<file path="src/rtl/branch_resolve_unit.sv">
// Resolves branch/jump direction and redirect target from ALU flags and decode.
// Latency: 1 cycle from accepted input to out_valid; accept and consume may overlap.
// Backpressure: in_ready = ~out_valid | out_ready; the held result stays stable while stalled.
module branch_resolve_unit #(
    parameter int CNT_W = 16
) (
    input  logic             clk,
    input  logic             rst,
    input  logic             flush,
    input  logic             in_valid,
    output logic             in_ready,
    input  logic             in_is_branch,
    input  logic             in_is_jal,
    input  logic             in_is_jalr,
    input  logic [2:0]       in_funct3,
    input  logic             in_zero,
    input  logic             in_n,
    input  logic             in_v,
    input  logic             in_c,
    input  logic [31:0]      in_pc,
    input  logic [31:0]      in_imm,
    input  logic [31:0]      in_rs1,
    output logic             out_valid,
    input  logic             out_ready,
    output logic             out_taken,
    output logic [31:0]      out_target,
    output logic [31:0]      out_link,
    output logic             out_illegal,
    output logic             out_misalign,
    input  logic             cnt_clr,
    output logic [CNT_W-1:0] cnt_branch,
    output logic [CNT_W-1:0] cnt_taken
);

    localparam logic [CNT_W-1:0] CNT_MAX = '1;

    logic        accept;
    logic        consume;
    logic        nxt_taken;
    logic [31:0] nxt_target;
    logic [31:0] nxt_link;
    logic        nxt_illegal;
    logic        nxt_misalign;
    logic        nxt_cond;
    logic        br_cond;
    logic        br_legal;
    logic        held_cond;   // held result came from a conditional branch

    assign in_ready = ~out_valid | out_ready;
    assign accept   = in_valid & in_ready & ~flush;
    assign consume  = out_valid & out_ready;

    // Branch condition from the subtract flags; C=1 means rs1 >= rs2 unsigned.
    always_comb begin
        br_cond  = 1'b0;
        br_legal = 1'b1;
        case (in_funct3)
            3'b000:  br_cond = in_zero;
            3'b001:  br_cond = ~in_zero;
            3'b100:  br_cond = in_n ^ in_v;
            3'b101:  br_cond = ~(in_n ^ in_v);
            3'b110:  br_cond = ~in_c;
            3'b111:  br_cond = in_c;
            default: br_legal = 1'b0;
        endcase
    end

    // Resolve taken/target with priority jalr > jal > branch; anything else falls through to pc+4.
    always_comb begin
        nxt_link    = in_pc + 32'd4;
        nxt_taken   = 1'b0;
        nxt_target  = nxt_link;
        nxt_illegal = 1'b0;
        nxt_cond    = 1'b0;
        if (in_is_jalr) begin
            nxt_taken  = 1'b1;
            nxt_target = (in_rs1 + in_imm) & 32'hFFFF_FFFE;
        end else if (in_is_jal) begin
            nxt_taken  = 1'b1;
            nxt_target = in_pc + in_imm;
        end else if (in_is_branch) begin
            nxt_cond    = 1'b1;
            nxt_illegal = ~br_legal;
            if (br_legal && br_cond) begin
                nxt_taken  = 1'b1;
                nxt_target = in_pc + in_imm;
            end
        end
        nxt_misalign = nxt_taken & (nxt_target[1:0] != 2'b00);
    end

    // Output holding register: load on accept, drop on flush, release on consume.
    always_ff @(posedge clk or negedge rst) begin
        if (!rst) begin
            out_valid    <= 1'b0;
            out_taken    <= 1'b0;
            out_target   <= 32'd0;
            out_link     <= 32'd0;
            out_illegal  <= 1'b0;
            out_misalign <= 1'b0;
            held_cond    <= 1'b0;
        end else begin
            if (flush) begin
                out_valid <= 1'b0;
            end else if (accept) begin
                out_valid <= 1'b1;
            end else if (consume) begin
                out_valid <= 1'b0;
            end
            if (accept) begin
                out_taken    <= nxt_taken;
                out_target   <= nxt_target;
                out_link     <= nxt_link;
                out_illegal  <= nxt_illegal;
                out_misalign <= nxt_misalign;
                held_cond    <= nxt_cond;
            end
        end
    end

    // Saturating statistics on delivered conditional branches; clear beats increment.
    always_ff @(posedge clk or negedge rst) begin
        if (!rst) begin
            cnt_branch <= '0;
            cnt_taken  <= '0;
        end else if (cnt_clr) begin
            cnt_branch <= '0;
            cnt_taken  <= '0;
        end else if (consume && held_cond) begin
            if (cnt_branch != CNT_MAX) begin
                cnt_branch <= cnt_branch + 1'b1;
            end
            if (out_taken && (cnt_taken != CNT_MAX)) begin
                cnt_taken <= cnt_taken + 1'b1;
            end
        end
    end

endmodule

</file>
<file path="config.mk">
export PLATFORM = sky130hd
export DESIGN_NAME = branch_resolve_unit
export DESIGN_NICKNAME = d
export VERILOG_FILES = /design/src/rtl/branch_resolve_unit.sv
export SDC_FILE = /design/constraint.sdc
export NUM_CORES = 1
export LEC_CHECK = 0
export ABC_AREA = 0
export BUFFER_PORTS_ARGS = -buffer_cell sky130_fd_sc_hd__buf_2
export CAP_MARGIN = 20
export CORE_UTILIZATION = 30
export CTS_CLUSTER_SIZE = 12
export DETAILED_ROUTE_END_ITERATION = 16
export SLEW_MARGIN = 20
export SYNTH_ARGS = -nofsm -noshare
export SYNTH_HDL_FRONTEND = slang
export SYNTH_SLANG_ARGS = --single-unit
</file>
<file path="constraint.sdc">
create_clock -name clk -period 6.23 [get_ports clk]
set_clock_uncertainty 0.05 [all_clocks]
set_input_delay 0.623 -clock clk [delete_from_list [all_inputs] [get_ports clk]]
set_output_delay 0.623 -clock clk [all_outputs]
set_load 0.01 [all_outputs]
</file>
==> results of run 1 <==
-- through the flow --
stage	cells	power (uW)	area (um^2)	worst slack, ns
global placement	1611	1580	9940	2.68
floorplan	1055	1270	8500	3.19
CTS	1627	2190	10200	2.94
finish	1628	2170	10200	2.88
detailed placement	1611	1580	9940	2.56
global route	1628	2300	10200	2.74
-- critical path: cells and delay by family --
family	cells	cell delay [ns]
compound gates	7	2.08
simple gates	1	0.16
buf+inv	1	0.11
mux	1	0.17
fa+ha+maj	1	0.39
-- area by class of cell --
type                    instances  area, um^2  share of cell area (%)
multi-input cells             890        5740                    56.0
flip-flops and latches        101        2530                    24.7
repair buffers                220        1120                    11.0
well taps                     378         473                    4.62
clock buffers                  11         243                    2.37
inverters                      22        82.6                   0.806
clock inverters                 5        60.1                   0.586
diodes                          1        2.50                  0.0244
-- flip-flops by register name, summed over array words and instances, names as in the netlist --
| name | cells |
|---|---|
| out_valid | 1 |
| cnt_taken | 16 |
| out_taken | 1 |
| held_cond | 1 |
| out_link | 32 |
| cnt_branch | 16 |
| out_misalign | 1 |
| out_target | 32 |
| out_illegal | 1 |
-- metal layers --
metal,track usage (%),share of wire (%),vias up,wire [um]
met4,6.97,2.4,0,706
li1,-,-,4217,-
met3,2.79,6.3,35,1890
met5,0,0,-,0
met1,28.7,47,4025,14000
met2,32.6,45,314,13400
-- synth_stat cells (4+ instances only) --
library cell	instances	share of area (%)
sky130_fd_sc_hd__nand2_1	139	6.1
sky130_fd_sc_hd__dfrtp_1	101	30
sky130_fd_sc_hd__nor2_1	100	4.4
sky130_fd_sc_hd__o21ai_0	83	4.9
sky130_fd_sc_hd__a21oi_1	79	4.7
sky130_fd_sc_hd__ha_1	64	9.4
sky130_fd_sc_hd__xnor2_1	53	5.5
sky130_fd_sc_hd__xor2_1	52	5.4
sky130_fd_sc_hd__nand3_1	38	2.2
sky130_fd_sc_hd__clkbuf_1	36	1.6
sky130_fd_sc_hd__a21o_1	27	2.4
sky130_fd_sc_hd__a211oi_1	23	2.0
sky130_fd_sc_hd__inv_1	21	0.93
sky130_fd_sc_hd__nor3_1	21	1.2
sky130_fd_sc_hd__nand4_1	20	1.5
sky130_fd_sc_hd__and3_1	17	1.3
sky130_fd_sc_hd__o211ai_1	15	1.3
sky130_fd_sc_hd__a31oi_1	12	0.88
sky130_fd_sc_hd__o21a_1	11	0.97
sky130_fd_sc_hd__and4_1	10	1.0
sky130_fd_sc_hd__nand2b_1	10	0.74
sky130_fd_sc_hd__mux2i_1	8	0.94
sky130_fd_sc_hd__nor2b_1	8	0.59
sky130_fd_sc_hd__o21bai_1	8	0.71
sky130_fd_sc_hd__a211o_1	5	0.52
sky130_fd_sc_hd__a221oi_1	5	0.52
sky130_fd_sc_hd__buf_1	5	0.22
sky130_fd_sc_hd__nor3b_1	5	0.44
sky130_fd_sc_hd__o21ai_1	5	0.29
sky130_fd_sc_hd__or2_2	5	0.37
sky130_fd_sc_hd__a2111oi_0	4	0.41
sky130_fd_sc_hd__o2111ai_1	4	0.41
sky130_fd_sc_hd__o221ai_1	4	0.41
sky130_fd_sc_hd__o22ai_1	4	0.29
sky130_fd_sc_hd__o31ai_1	4	0.35
-- power by group through the flow --
stage                     registers [uW]  logic (uW)  clock network [uW]
after floorplan                      828         438                   0
after global placement               804         774                   0
after detailed placement             807         777                   0
after CTS                            795         780                 611
after global routing                 802         868                 631
final                                793         783                 592
-- kinds of logic after synthesis --
family / synth area share, %
muxes: 1.52
DFF: 29.7
AOI/OAI and AO/OA: 23.9
xor gates and xnor gates: 10.8
adders and majority gates: 9.89
buffers and inverters: 2.92
and+or+nand+nor: 21.2
-- how the worst min path moves through the flow --
stage | start | to | slack [ns] | depth (start not counted)
2_1_floorplan | rst | cnt_branch[0] | 0.28 | 0
4_1_cts | rst | out_link[1] | 0.24 | 1
6_report | rst | out_link[3] | 0.23 | 1
5_1_grt | rst | out_link[3] | 0.27 | 1
3_5_place_dp | out_link[31] | out_link[31] | 0.41 | 2
3_3_place_gp | out_link[25] | out_link[25] | 0.41 | 2
==> run metrics, run 1 <==
result of the run=finished clean; remaining routing DRC violations=0; power density over cell area=212 nW/um^2; net count of the finished layout=1422; crit path kind=in -> reg; highest clock rate=between 200 and 300 MHz; Crit. Startpoint=in_imm[0]; proportion of layout cells with a drive suffix above 1=20.0%; number of slew-limit violations in the final report=0; core area=27900 um^2; leakage dissipation=~0.0048 uW; H-tree depth=3; Total Negative Setup Slacks=0 ns; Clock Root Buffer=sky130_fd_sc_hd__clkbuf_16; MaxCap Viol Count=0; Crit path arrival time=approximately 3.5 ns; count of distinct cell types in the synthesized netlist=66; fill cell total of the finished layout=2911; clock transition at the registers of the reported paths=approximately 0.07 ns; Critical Path End=out_target[30]; die height=roughly 170 um; transition at the pin with the smallest max-transition slack=1.05 ns; # setup viols final=0; Largest stage delay, worst path=approximately 0.46 ns; GR Util All Layers=around 21%; overflow left after global routing=0; flip-flop and latch count after synthesis=101; worst slack on hold paths=~0.23 ns; Comb power frac=between 30% and 40%; final estimated routing congestion in global placement=between 0.9 and 1; ports placed on the boundary=around 210; via count of the first global-routing pass=between 8000 and 9000; Slew HR=between 20% and 30%; flop-to-flop setup slack=approximately 3.5 ns; Die Outline Area=29000 um^2; final core utilization=36.8%; antenna-violating nets left=0; Syn Std Cell Area=about 8500 um^2; number of port buffers=212; launching element type of the critical path=input port; number of cells produced by synthesis=1055; path category of the worst min-delay check=in -> async; number of antenna violations at the first check in global routing=1; fraction of power consumed by the clock network=27.3%; commonest cells after routing, fill and taps aside=sky130_fd_sc_hd__buf_2 (211), sky130_fd_sc_hd__nand2_1 (139), sky130_fd_sc_hd__dfrtp_1 (101); Pint=~1400 uW; Via Count=approximately 8600; growth of design area from synthesis to finish=20.6%; clock network latency to the later pin of the worst-skew pair=0.35 ns; TritonCTS clock tree=done; maximum vdd drop=approximately 0.11 mV; CTS hold repair buffers=0; wire length of the first global-routing pass=between 40000 and 50000 um; count of flip-flops with a built-in enable after synthesis=0; Critical Path End Type=register; die boundary width=between 150 and 200 um; slowest CP cell=sky130_fd_sc_hd__a211oi_1; count of endpoints failing hold in the final timing report=0; Post-Synthesis Net Count=~1200; most common cell after layout, fill and taps aside=sky130_fd_sc_hd__buf_2; deepest clock path buffer count=2; Iteration-0 DRC Markers=about 600; ys async rst share=between 90% and 100%; r2r endpoint=out_target[19]; portion of total power attributed to sequential cells=a little over a third; Crit Reg-Reg Startpoint=out_valid; HPWL Detailed=23800 um; minimum clock period=between 3 and 4 ns; clock tree sinks=approximately 100; Routed WL=30000 um; Sw Ratio=approximately 37%; routed length per placed instance=roughly 18 um; DR vias/cell=5.28; unrepaired setup endpoints after global routing=no; synthesized area per cell=about 8.1 um^2; Worst Reg2Reg Path Length in Cells=7; Pre-antenna DRT Iters=5; Crit path required time=~6.4 ns; number of setup buffers added after CTS=0; post-route fraction of the period consumed by the critical path=a little over half; sequential-to-total area share from yosys stat=between 20% and 30%; Worst path most repeated cell=sky130_fd_sc_hd__o211ai_1; cells traversed along the worst timing path=buf_2 -> and2_1 -> fa_1 -> a21oi_1 -> o211ai_1 -> a211o_1 -> a221o_1 -> a211oi_1 -> o21ai_0 -> mux2i_1 -> o211ai_1; CTS-repair resized insts=0; switching power total=roughly 800 uW; starting utilization of the core area=30.5%; number of warnings printed during yosys synthesis=0; total number of placement rows=a little over 60; most common flop cell mapped by yosys=sky130_fd_sc_hd__dfrtp_1; CP Max Fanout=4; number of buffers created by CTS=9; maximum number of pins on one net before global-route repair=between 60 and 70
No activity file was read; power rests on OpenSTA's default activity.
==> inputs of run 2 (changes only) <==
==> constraint.sdc (replaced) <==
create_clock -name clk -period 3.1 [get_ports clk]
set_clock_uncertainty 0.05 [all_clocks]
set_input_delay 0.31 -clock clk [delete_from_list [all_inputs] [get_ports clk]]
set_output_delay 0.31 -clock clk [all_outputs]
set_load 0.01 [all_outputs]
==> run metrics, run 2 (same netlist as run 1, synthesis figures left out) <==
result of the run=finished clean; TritonCTS clock tree=done; r2r endpoint=cnt_branch[14]; overflow left after global routing=0 (unchanged); hold path cells=2; post-route fraction of the period consumed by the critical path=between 90 and 100%; Via Count=8805 (+2.5%); clock transition at the registers of the reported paths=0.07 ns (about the same); Crit path required time=3.30 ns (-3.10 ns); Placement Setup Slack=-0.189 ns (-2.75 ns); ant diodes=0 (-1); H-tree depth=3 (unchanged); maximum number of pins on one net before global-route repair=101 (+66%); Final Cell Area=10500 um^2 (+2.9%); count of endpoints failing hold in the final timing report=0 (unchanged); path category of the worst min-delay check=in -> reg; cells traversed along the worst timing path=buf_2 -> and2_1 -> fa_1 -> a21oi_1 -> buf_4 -> o211ai_1 -> a211o_1 -> a221o_1 -> a2111oi_2 -> o21a_1 -> o21ai_1 -> a22oi_1; portion of total power attributed to sequential cells=35.5% (-1.1 points); deepest clock path buffer count=2 (unchanged); Pre-antenna DRT Iters=5 (unchanged); total number of placement rows=61 (unchanged); Total Negative Setup Slacks=0 ns (unchanged); Routed WL=30200 um (+0.59%); final estimated routing congestion in global placement=0.924 (+0.80%); most common cell after layout, fill and taps aside=sky130_fd_sc_hd__buf_2; growth of design area from synthesis to finish=24.0%; Pint=2890 uW (+110%); Worst Reg2Reg Path Length in Cells=8 (+1); die height=170 um (unchanged); GR Util All Layers=20.8% (+0.19 points); clock network latency to the later pin of the worst-skew pair=0.34 ns (about the same); ports placed on the boundary=213 (unchanged); Crit path arrival time=3.12 ns (-0.40 ns); routed length per placed instance=18.2 um (-1.3%); Largest stage delay, worst path=0.44 ns (-0.02 ns); capture endpoint of the worst hold path=out_valid; slack of the critical path=0.186 ns (-2.70 ns); flop-to-flop setup slack=0.73 ns (-2.75 ns); fraction of power consumed by the clock network=28.1% (+0.8 points); number of slew-limit violations in the final report=0 (unchanged); DR vias/cell=5.31 (+0.58%); slowest CP cell=sky130_fd_sc_hd__a221o_1; switching power total=1600 uW (+100%); number of buffers created by CTS=9 (unchanged); Top Registers=out_link x32, out_target x32; Post-Place Cell Area=10200 um^2 (+2.6%); transition at the pin with the smallest max-transition slack=0.690 ns (-0.357 ns); number of setup buffers added after CTS=0 (unchanged); leakage dissipation=0.00495 uW (+3.8%); highest clock rate=roughly 340 MHz; unrepaired setup endpoints after global routing=no; remaining routing DRC violations=0 (unchanged); Total Power=4490 uW (+110%); # setup viols final=0 (unchanged); starting utilization of the core area=30.5% (unchanged); die boundary width=170 um (unchanged); net count of the finished layout=1454 (+2.3%); MaxCap Viol Count=0 (unchanged); Sw Ratio=35.6% (-1.3 points); CP Max Fanout=4 (unchanged); power density over cell area=426 nW/um^2 (+100%); commonest cells after routing, fill and taps aside=sky130_fd_sc_hd__buf_2 (211), sky130_fd_sc_hd__nand2_1 (139), sky130_fd_sc_hd__dfrtp_1 (101); crit path kind=in -> reg; Critical Path End Type=register; Slew HR=53.9% (+24 points); worst slack on hold paths=0.107 ns (-0.122 ns); Worst Min Path Start=flush; number of antenna violations at the first check in global routing=0 (-1); launching element type of the critical path=input port; core area=27900 um^2 (unchanged); Crit Reg-Reg Startpoint=cnt_branch[3]; antenna-violating nets left=0 (unchanged); Clock Root Buffer=sky130_fd_sc_hd__clkbuf_16; Iteration-0 DRC Markers=665 (+13%); wire length of the first global-routing pass=46200 um (+1.2%); maximum vdd drop=0.222 mV (+100%); via count of the first global-routing pass=8357 (+2.8%); clock tree sinks=101 (unchanged); Die Outline Area=29000 um^2 (unchanged); number of port buffers=212 (unchanged); minimum clock period=slightly below 3 ns; Comb power frac=36.4% (+0.3 points); proportion of layout cells with a drive suffix above 1=22.0% (+2.0 points); HPWL Detailed=24100 um (+1.1%)
[run 2: changes by cell type in the layout (fill, tap and decap cells not counted)]
cell	before	now
sky130_fd_sc_hd__a211oi_1	23	22
sky130_fd_sc_hd__diode_2	1	0
sky130_fd_sc_hd__clkbuf_8	1	2
sky130_fd_sc_hd__bufinv_16	1	2
sky130_fd_sc_hd__clkinv_2	1	2
sky130_fd_sc_hd__clkinvlp_4	1	0
sky130_fd_sc_hd__a211oi_2	0	1
sky130_fd_sc_hd__clkinv_4	2	0
sky130_fd_sc_hd__buf_4	9	38
sky130_fd_sc_hd__dlygate4sd3_1	0	1
sky130_fd_sc_hd__buf_12	0	2
[run 2: timing repair]
item / in CTS / in global routing
setup endpoints to repair: 0 / 1
hold buffers: 1 / 0
endpoints found under the hold margin: 1 / 0
gates resized for setup: 0 / 1
[run 2: layout make-up]
type | instances | area (um^2)
sequential | 101 | 2530
fill | 2917 | 17300
clock buffer | 12 | 256
tap | 378 | 473
multi-input combinational | 890 | 5740
clock inverter | 4 | 70.1
inverter | 22 | 82.6
timing repair buffer | 252 | 1390
[run 2: metrics by stage]
step	std cells	util, %
detailed placement	1642	36.6
global route	1659	37.8
finish	1659	37.8
CTS	1659	37.8
floorplan	1055	-
global placement	1642	36.6
[run 2: worst max path at each step]
| stage | from | endpoint | slack (ns) | depth (start not counted) |
|---|---|---|---|---|
| 2_1_floorplan | in_imm[0] | out_target[18] | 0.37 | 10 |
| 3_3_place_gp | in_imm[0] | out_target[30] | -0.11 | 12 |
| 3_5_place_dp | in_imm[0] | out_target[30] | -0.19 | 12 |
| 4_1_cts | in_imm[0] | out_target[30] | 0.18 | 12 |
| 5_1_grt | in_imm[0] | out_target[28] | 0.08 | 12 |
| 6_report | in_imm[0] | out_target[28] | 0.19 | 12 |
[run 2: power groups by stage]
stage,Clock [uW],Combinational (uW),Sequential [uW]
after global placement,0,1610,1620
after CTS,1300,1630,1590
after global routing,1350,1800,1610
after detailed placement,0,1620,1620
final,1260,1630,1590
after floorplan,0,880,1660
[run 2: critical path: cells and delay by family]
kind / cells / cell delay (ns)
adders and majority gates: 1 / 0.39
and+or+nand+nor: 1 / 0.16
buffers and inverters: 2 / 0.26
AOI/OAI and AO/OA: 8 / 1.99
[run 2: per-layer routing]
metal	global-route usage, %	part of all wire, %	wire length [um]	vias up
met4	8.07	3.1	932	0
met1	28.2	45	13700	4123
met5	0	0	0	-
li1	-	-	-	4278
met3	4.12	7.8	2350	48
met2	32.3	44	13200	356
